<file path="src/rtl/chime_pkg.sv">
// Shared types and helpers for the polyphonic chime: mixer width, note bundle
// and the sign convention that maps the phase MSB onto the square-wave sample.
package chime_pkg;

  localparam int NOTE_INC_W = 24;
  localparam int NOTE_AMP_W = 8;

  // Phase MSB value that produces the positive half of the square wave.
  localparam logic SAMPLE_POS_MSB = 1'b0;

  typedef struct packed {
    logic [NOTE_INC_W-1:0] inc;
    logic [NOTE_AMP_W-1:0] amp;
  } note_t;

  // Worst-case signed sum of voices*(2^amp_w - 1) fits in this width.
  function automatic int mix_w(input int amp_w, input int voices);
    return amp_w + 1 + $clog2(voices);
  endfunction

endpackage

</file>
<file path="src/rtl/chime_voice.sv">
// One square-wave voice: phase accumulator gated by a decaying amplitude
// envelope. A load always takes priority over a coincident decay tick.
module chime_voice
  import chime_pkg::*;
#(
  parameter int PHASE_W     = 24,
  parameter int AMP_W       = 8,
  parameter int DECAY_SHIFT = 3
) (
  input  logic                    clk,
  input  logic                    rst,
  input  logic                    load,
  input  logic                    tick,
  input  logic [PHASE_W-1:0]      load_inc,
  input  logic [AMP_W-1:0]        load_amp,
  output logic signed [AMP_W:0]   sample,
  output logic                    active
);

  logic [PHASE_W-1:0] phase;
  logic [PHASE_W-1:0] inc;
  logic [AMP_W-1:0]   amp;
  logic [AMP_W-1:0]   amp_shr;
  logic [AMP_W-1:0]   decay_step;

  // Step is never below 1 so every envelope reaches zero in finite ticks.
  assign amp_shr    = amp >> DECAY_SHIFT;
  assign decay_step = (amp_shr == '0) ? AMP_W'(1) : amp_shr;
  assign active     = (amp != '0);

  assign sample = (phase[PHASE_W-1] == SAMPLE_POS_MSB) ? $signed({1'b0, amp})
                                                       : -$signed({1'b0, amp});

  always_ff @(posedge clk or posedge rst) begin
    if (rst) begin
      phase <= '0;
      inc   <= '0;
      amp   <= '0;
    end else if (load) begin
      phase <= '0;
      inc   <= load_inc;
      amp   <= load_amp;
    end else if (amp != '0) begin
      phase <= phase + inc;
      if (tick) begin
        amp <= amp - decay_step;
      end
    end
  end

endmodule

</file>
<file path="src/rtl/poly_chime_dsm.sv">
// Polyphonic chime: note allocator with round-robin stealing, VOICES decaying
// square voices, registered mixer and a first-order 1-bit delta-sigma DAC.
module poly_chime_dsm
  import chime_pkg::*;
#(
  parameter int VOICES      = 4,
  parameter int PHASE_W     = 24,
  parameter int AMP_W       = 8,
  parameter int TICK_DIV    = 48000,
  parameter int DECAY_SHIFT = 3
) (
  input  logic               CK_i,
  input  logic               ARST_i,
  input  logic               NOTE_VALID_i,
  output logic               NOTE_READY_o,
  input  logic [PHASE_W-1:0] NOTE_INC_i,
  input  logic [AMP_W-1:0]   NOTE_AMP_i,
  output logic               TIMING_1MS_o,
  output logic [VOICES-1:0]  ACTIVE_o,
  output logic               AUDIO_L_o,
  output logic               AUDIO_R_o
);

  localparam int MIX_W = mix_w(AMP_W, VOICES);
  localparam int CNT_W = (TICK_DIV > 1) ? $clog2(TICK_DIV) : 1;
  localparam int PTR_W = (VOICES > 1) ? $clog2(VOICES) : 1;

  logic [CNT_W-1:0]        tick_cnt;
  logic                    tick_q;
  logic                    ready_q;
  logic                    accept;
  logic                    note_live;
  logic                    free_found;
  logic [PTR_W-1:0]        target;
  logic [PTR_W-1:0]        steal_ptr;
  logic [VOICES-1:0]       load_vec;
  logic [VOICES-1:0]       active;
  logic signed [AMP_W:0]   samples [VOICES];
  logic signed [MIX_W-1:0] mix_sum;
  logic signed [MIX_W-1:0] mix_q;
  logic [MIX_W-1:0]        dsm_u;
  logic [MIX_W:0]          dsm_sum;
  logic [MIX_W-1:0]        dsm_acc;
  logic                    audio_q;

  assign accept       = NOTE_VALID_i && ready_q;
  assign note_live    = accept && (NOTE_AMP_i != '0);
  assign NOTE_READY_o = ready_q;
  assign TIMING_1MS_o = tick_q;
  assign ACTIVE_o     = active;
  assign AUDIO_L_o    = audio_q;
  assign AUDIO_R_o    = audio_q;

  // The pulse is registered so it lands exactly TICK_DIV cycles after release.
  always_ff @(posedge CK_i or posedge ARST_i) begin
    if (ARST_i) begin
      tick_cnt <= '0;
      tick_q   <= 1'b0;
      ready_q  <= 1'b0;
    end else begin
      ready_q  <= 1'b1;
      tick_q   <= (tick_cnt == CNT_W'(TICK_DIV - 1));
      tick_cnt <= (tick_cnt == CNT_W'(TICK_DIV - 1)) ? '0 : tick_cnt + 1'b1;
    end
  end

  always_comb begin
    free_found = 1'b0;
    target     = '0;
    load_vec   = '0;
    for (int i = 0; i < VOICES; i++) begin
      if (!free_found && !active[i]) begin
        free_found = 1'b1;
        target     = PTR_W'(i);
      end
    end
    if (!free_found) begin
      target = steal_ptr;
    end
    if (note_live) begin
      load_vec[target] = 1'b1;
    end
  end

  always_ff @(posedge CK_i or posedge ARST_i) begin
    if (ARST_i) begin
      steal_ptr <= '0;
    end else if (note_live && !free_found) begin
      steal_ptr <= (steal_ptr == PTR_W'(VOICES - 1)) ? '0 : steal_ptr + 1'b1;
    end
  end

  for (genvar v = 0; v < VOICES; v++) begin : g_voice
    chime_voice #(
      .PHASE_W     (PHASE_W),
      .AMP_W       (AMP_W),
      .DECAY_SHIFT (DECAY_SHIFT)
    ) u_voice (
      .clk      (CK_i),
      .rst      (ARST_i),
      .load     (load_vec[v]),
      .tick     (tick_q),
      .load_inc (NOTE_INC_i),
      .load_amp (NOTE_AMP_i),
      .sample   (samples[v]),
      .active   (active[v])
    );
  end

  always_comb begin
    mix_sum = '0;
    for (int i = 0; i < VOICES; i++) begin
      mix_sum = mix_sum + MIX_W'(samples[i]);
    end
  end

  // Adding the half-scale offset modulo 2^MIX_W is just an MSB flip.
  assign dsm_u   = mix_q ^ {1'b1, {(MIX_W-1){1'b0}}};
  assign dsm_sum = {1'b0, dsm_acc} + {1'b0, dsm_u};

  always_ff @(posedge CK_i or posedge ARST_i) begin
    if (ARST_i) begin
      mix_q   <= '0;
      dsm_acc <= '0;
      audio_q <= 1'b0;
    end else begin
      mix_q   <= mix_sum;
      dsm_acc <= dsm_sum[MIX_W-1:0];
      audio_q <= dsm_sum[MIX_W];
    end
  end

endmodule

</file>
<file path="config.mk">
export PLATFORM = sky130hd
export DESIGN_NAME = poly_chime_dsm
export DESIGN_NICKNAME = d
export VERILOG_FILES = /design/src/rtl/chime_pkg.sv /design/src/rtl/chime_voice.sv /design/src/rtl/poly_chime_dsm.sv
export SDC_FILE = /design/constraint.sdc
export NUM_CORES = 1
export LEC_CHECK = 0
export ABC_AREA = 1
export CAP_MARGIN = 20
export CORE_UTILIZATION = 41
export DETAILED_ROUTE_END_ITERATION = 16
export GPL_ROUTABILITY_DRIVEN = 0
export GPL_TIMING_DRIVEN = 0
export MAX_ROUTING_LAYER = met4
export PLACE_DENSITY = 0.6
export SLEW_MARGIN = 10
export SYNTH_ARGS = -nofsm -noshare
export SYNTH_HDL_FRONTEND = slang
export SYNTH_HIERARCHICAL = 1
export SYNTH_SLANG_ARGS = --single-unit
</file>
<file path="constraint.sdc">
create_clock -name CK_i -period 4 [get_ports CK_i]
set_input_delay 0.8 -clock CK_i [delete_from_list [all_inputs] [get_ports CK_i]]
set_output_delay 0.8 -clock CK_i [all_outputs]
set_load 0.03 [all_outputs]
</file>
* Word-level counts from Yosys, hierarchy flattened
Index checks and enable logic that the tools add are counted.
** Word-level totals
- Output and inout port bits :: 8
- Latch bits :: 0
- Flip-flop bits (word level) :: 267
- Word-level logic and storage cells :: 117
- Bits in writable memories :: 0
- Bits in read-only memories :: 0
- Memories :: 0
** Operators by class
- $mul :: 0
- Eq/ne operators :: 2
- Add/sub/neg operators :: 18
- Reductions and logical operators :: 34
- Shift operators :: 0
- Magnitude comparators :: 2
- Div/mod/pow operators :: 0
- Multiplexer cells :: 41
- Bitwise logic cells :: 1
** Operators with widths (number)
- $mux W24 :: 8
- $add A24 B24 Y24 :: 4
- $mux W8 :: 12
- $reduce_bool A8 Y1 :: 5
- $mux W9 :: 4
- $neg A8 Y9 :: 4
- $logic_not A8 Y1 :: 4
- $sub A8 B8 Y8 :: 4
- $mux W5 :: 4
- $add A16 B1 Y16 const B :: 1
- $eq A16 B16 Y1 const B :: 1
- $mux W16 :: 1
- $reduce_bool A2 Y1 :: 8
- $add A11 B11 Y12 :: 1
- $add A10 B9 Y11 :: 1
- $add A11 B9 Y11 :: 1
- $add A9 B9 Y10 :: 1
- $mux W2 :: 4
- $reduce_and A2 Y1 :: 4
- $logic_and A1 B1 Y1 :: 7
- $logic_not A1 Y1 :: 6
- $mux W1 :: 6
- $mux W4 :: 1
- $lt A2 B3 Y1 const B :: 1
- 5 further kinds :: 5

* Longest topological paths before layout
- Word-level depth :: 18
- Gate-level depth with buffers :: 19

* Modules after synthesis
Netlist, hierarchy kept.
** By module, submodules not included
- chime_voice (g_voice[2].u_voice ...) :: sequential area each 1401.3 µm², times used 2, cells each 657, area each 4294.1 µm²
- chime_voice (g_voice[0].u_voice) :: sequential area each 1401.3 µm², times used 1, cells each 661, area each 4289.1 µm²
- chime_voice (g_voice[1].u_voice) :: sequential area each 1401.3 µm², times used 1, cells each 660, area each 4279.1 µm²
- poly_chime_dsm :: sequential area each 1076.0 µm², times used 1, cells each 439, area each 3285.7 µm²

* Least setup slack after synthesis
Ideal clock, no wire load.
- Kind :: register to register
- From :: reg g_voice[3].u_voice.amp[1]
- To :: reg mix_q[9]
- Data arrival time :: 3.119 ns
- Setup time :: 0.117 ns
- Setup slack :: 0.765 ns
- Required time :: 3.883 ns
- Path buffers :: 0
- Cell stages (with the launch flop) :: 19
- Path through :: dfrtp_1 > inv_1 > ha_1 > nand3_4 > nor3_4 > or2_2 > xor2_1 > inv_1 > fa_1 > fa_1 > inv_1 > ha_1 > nand2_1 > nand2_1 > inv_1 > o21a_1 > nand2_1 > nand2_1 > nand2_1
** RTL lines
- start, declared :: line chime_voice.sv:22 : logic [AMP_W-1:0] amp;
- start signal, assigned :: line chime_voice.sv:42 : amp <= load_amp;
- start signal, assigned :: line chime_voice.sv:46 : amp <= amp - decay_step;
- end signal, assigned :: line poly_chime_dsm.sv:127 : mix_q <= mix_sum;
- end, declared :: line poly_chime_dsm.sv:40 : logic signed [MIX_W-1:0] mix_q;

* Final worst setup path
- From :: reg g_voice[3].u_voice.amp[1]
- To :: reg g_voice[1].u_voice.amp[4]
** Between the ends
- Word-level cells in the longest chain between the ends :: 12
- Elaborated cells between the ends (all ways) :: 16
** Ends and longest elaborated chain
- $reduce_bool A8 Y1 (*) :: line chime_voice.sv:29 : assign active = (amp != '0);
- $logic_not A1 Y1 (*) :: line poly_chime_dsm.sv:72 : if (!free_found && !active[i]) begin
- $logic_and A1 B1 Y1 (*) :: line poly_chime_dsm.sv:72
- $mux W2 or $mux W1 (tied branches) :: line poly_chime_dsm.sv:72
- $mux W2 (*) :: line poly_chime_dsm.sv:77 : if (!free_found) begin
- $lt A2 B3 Y1 (implied by the code) or $ge A2 B1 Y1 (tied branches) :: line poly_chime_dsm.sv:81 : load_vec[target] = 1'b1;
- $logic_and A1 B1 Y1 (implied by the code) :: line poly_chime_dsm.sv:81
- $mux W1 (implied by the code) :: line poly_chime_dsm.sv:81
- $demux W1 S2 (*) :: line poly_chime_dsm.sv:81
- $mux W4 (*) :: line poly_chime_dsm.sv:80 : if (note_live) begin
- net load_vec[1] :: line poly_chime_dsm.sv:36 : logic [VOICES-1:0] load_vec;
- $reduce_bool A2 Y1 (no line)
- $reduce_and A2 Y1 (no line)
- end signal, assigned :: line chime_voice.sv:42
- end signal, assigned :: line chime_voice.sv:46
- end, declared :: line chime_voice.sv:22
The timed path passes the listed nets; every way through them passes the cells marked *.
A chain may end at the register's enable or synchronous reset.

==> results.yml <==
final_layout:
  fin_area_mm2: 0.0230
  drive_gt1_share_pct: 4.74
  fin_nets: 3362
  fillCellCount: 5136
  seq_area_mm2: 0.00668
  final_cells: 3852
  area_growth_pct: 12.4
  multi_input_area_mm2: 0.0116
floorplanning:
  rows: 81
  io_pins: 43
  die_x_um: 225
  coreArea_mm2: 0.0491
  die_area_mm2: 0.0508
  start_util_pct: 41.7
  die_h_um: 225
cts:
  post_cts_buffers: 0
  cts_tree: "yes"
  clk_path_buf_depth: 3
  cts_buffers: 36
  clkLatencyLatePin_ns: 0.56
  cts_hold_buffers: 0
  clock_sinks: 267
  cts-root-buf: "clkbuf_16"
  htreeDepth: 2
  clk_pin_slew_ns: 0.05
yosys:
  synth_seq_area_share_pct: 32.7
  yosys.area.top_type_share_pct: 32.7
  yosysMostFrequentCell: "nand2_1"
  synth_seq_cells: 267
  yosys.area.top_type: "dfrtp_1"
  syn_area_mm2: 0.0204
  synth_edf_count: 0
  syn_avg_cell_area_um2: 6.65
  synthArstFlopShare_pct: 100
  synth_common_cells: "1296 x nand2_1, 473 x inv_1, 267 x dfrtp_1, 209 x nor2_1, 164 x nand3_1"
  synth.area.top_cells: "dfrtp_1 33%, nand2_1 24%, inv_1 8.7%"
  synth_cell_types: 43
  ys_warn_count: 6
  synthFlopType: "dfrtp_1"
  syn_inst: 3074
  syn_nets: 3276
timing:
  fmax_mhz: 279
  slew_headroom_pct: 46.8
  min_period_ns: 3.58
  period_share_pct: 89.6
  hold_violations: 0
  tightestPinTransition_ns: 0.791
  fin_skew_ns: 0.0246
  grt_setup_unrepaired: "false"
  setup_viol: 0
  drv_slew: 0
  hold-worst-slack_ns: 0.468
min_path:
  hold_path_class: "reg2reg"
critical_path:
  cp-end-kind: "flip-flop"
  arrival_ns: 4.00
  r2r_slack_ns: 0.42
  criticalPathCategory: "reg2reg"
  rr_endpoint: "g_voice[1].u_voice/amp[4]$_DFFE_PP0P_"
  ff2ff_path_depth: 15
  startpoint_type: "flip-flop"
  r2r-start: "g_voice[3].u_voice/amp[1]$_DFFE_PP0P_"
  cp.required_ns: 4.42
  path_max_fanout: 10
  critPathLaunch: "g_voice[3].u_voice/amp[1]$_DFFE_PP0P_"
  endpoint: "g_voice[1].u_voice/amp[4]$_DFFE_PP0P_"
drt:
  via_count: 18900
  maxUsedRoutingLayer: "met4"
  wl_met1_um: 26200
  dr_wl_met3_um: 3060
  viasPerCell: 4.92
  drc: 0
  drtIter0Drc: 1269
  met2_length_um: 26500
  finalWirelength_um: 57300
  antenna_left: 0
  first_pass_iters: 7
  post_drt_wl_per_cell_um: 14.9
global_route:
  grt_pass1_vias: 18700
  grt_max_degree: 38
  grt_pass1_wl_um: 94000
  grt_usage_pct: 24.1
  antenna_found_initial: 1
  grt-ovfl-total: 0
job:
  timing.max_cap.violations: 0
status:
  status: "finished, final reports clean"
place:
  dpl-instance-area_mm2: 0.0218
  port_buffers: 42
  dp_hpwl_um: 45500
  placedCellCount: 3786
## timing repair
action                     CTS  global route
resized for setup            0             1
hold endpoints to repair     0             0
setup endpoints to repair    0             1
## per-stage QoR
stage                     setup WS, ns  TNS (ns)  util (%)
after floorplan                  0.765         0         -
after detailed placement         0.177         0      44.4
after global placement         -0.0908     -1.17      44.2
after CTS                        0.291         0      46.8
after global routing            0.0868         0      46.9
final                            0.417         0      46.9
## critical path, cell delays in order (launching register included)
cell and delay [ns]:
dfrtp_1 0.45, inv_1 0.10, ha_1 0.23, nand3_4 0.13, nor3_4 0.19, nand2_4 0.17
nand2_1 0.13, nor2_1 0.07, nand2_1 0.08, nand3_1 0.13, nor3_1 0.68, inv_1 0.19
buf_2 0.25, buf_1 0.25, o211ai_1 0.26, o21ai_1 0.12
## cell usage in the layout (no fill, tap or decap), types with 36 or more instances in the layout
| master | count |
|---|---|
| nor2_1 | 209 |
| o21ai_0 | 78 |
| clkdlybuf4s50_1 | 42 |
| dfrtp_1 | 267 |
| clkbuf_16 | 37 |
| nand2_1 | 1296 |
| a21oi_1 | 113 |
| ha_1 | 139 |
| inv_1 | 468 |
| xor2_1 | 52 |
| nand4_1 | 36 |
| nand3_1 | 164 |
## routing by layer
layer	vias up	track usage [%]
met3	93	4.12
met2	387	39.6
met4	0	6.96
li1	9676	-
met1	8793	30.3
met5	-	-
## worst min-delay path by stage
stage / startpoint / end / cells after the start
2_1_floorplan: dsm_acc[0]$_DFF_PP0_ / dsm_acc[0]$_DFF_PP0_ / 1
3_3_place_gp: dsm_acc[0]$_DFF_PP0_ / dsm_acc[0]$_DFF_PP0_ / 1
3_5_place_dp: dsm_acc[0]$_DFF_PP0_ / dsm_acc[0]$_DFF_PP0_ / 1
4_1_cts: dsm_acc[0]$_DFF_PP0_ / dsm_acc[0]$_DFF_PP0_ / 1
5_1_grt: dsm_acc[0]$_DFF_PP0_ / dsm_acc[0]$_DFF_PP0_ / 1
6_report: dsm_acc[0]$_DFF_PP0_ / dsm_acc[0]$_DFF_PP0_ / 1
## cells by family (layout without fill, tap and decap cells)
family,Yosys count,after routing,share of synthesized area (%)
simple gates,1779,1779,35.9
buf+inv,544,657,10.7
flops,267,267,32.7
compound gates,249,249,6.54
fa+ha+maj,167,167,11.2
xor+xnor,67,67,2.87
other cells,1,2,0.0183
## registers in the layout, summed over array words and instances, names as in the netlist
register	cells
g_voice.u_voice/inc	96
g_voice.u_voice/phase	96
g_voice.u_voice/amp	32
tick_cnt	16
dsm_acc	11
mix_q	11
steal_ptr	2
AUDIO_L_o	1
NOTE_READY_o	1
TIMING_1MS_o	1
## layout make-up
cell class | count | share of cell area [%]
Clock inverter | 15 | 0.626
Sequential cell | 267 | 29.1
Buffer | 54 | 1.49
Inverter | 490 | 8.04
Timing Repair Buffer | 48 | 2.30
Antenna cell | 1 | 0.0109
Tap cell | 664 | 3.61
Multi-Input combinational cell | 2263 | 50.4
Clock buffer | 50 | 4.50
Power is left out: the tool's default activity adds up to more than one toggle a clock period on the data nets, which glitch-free logic cannot reach.
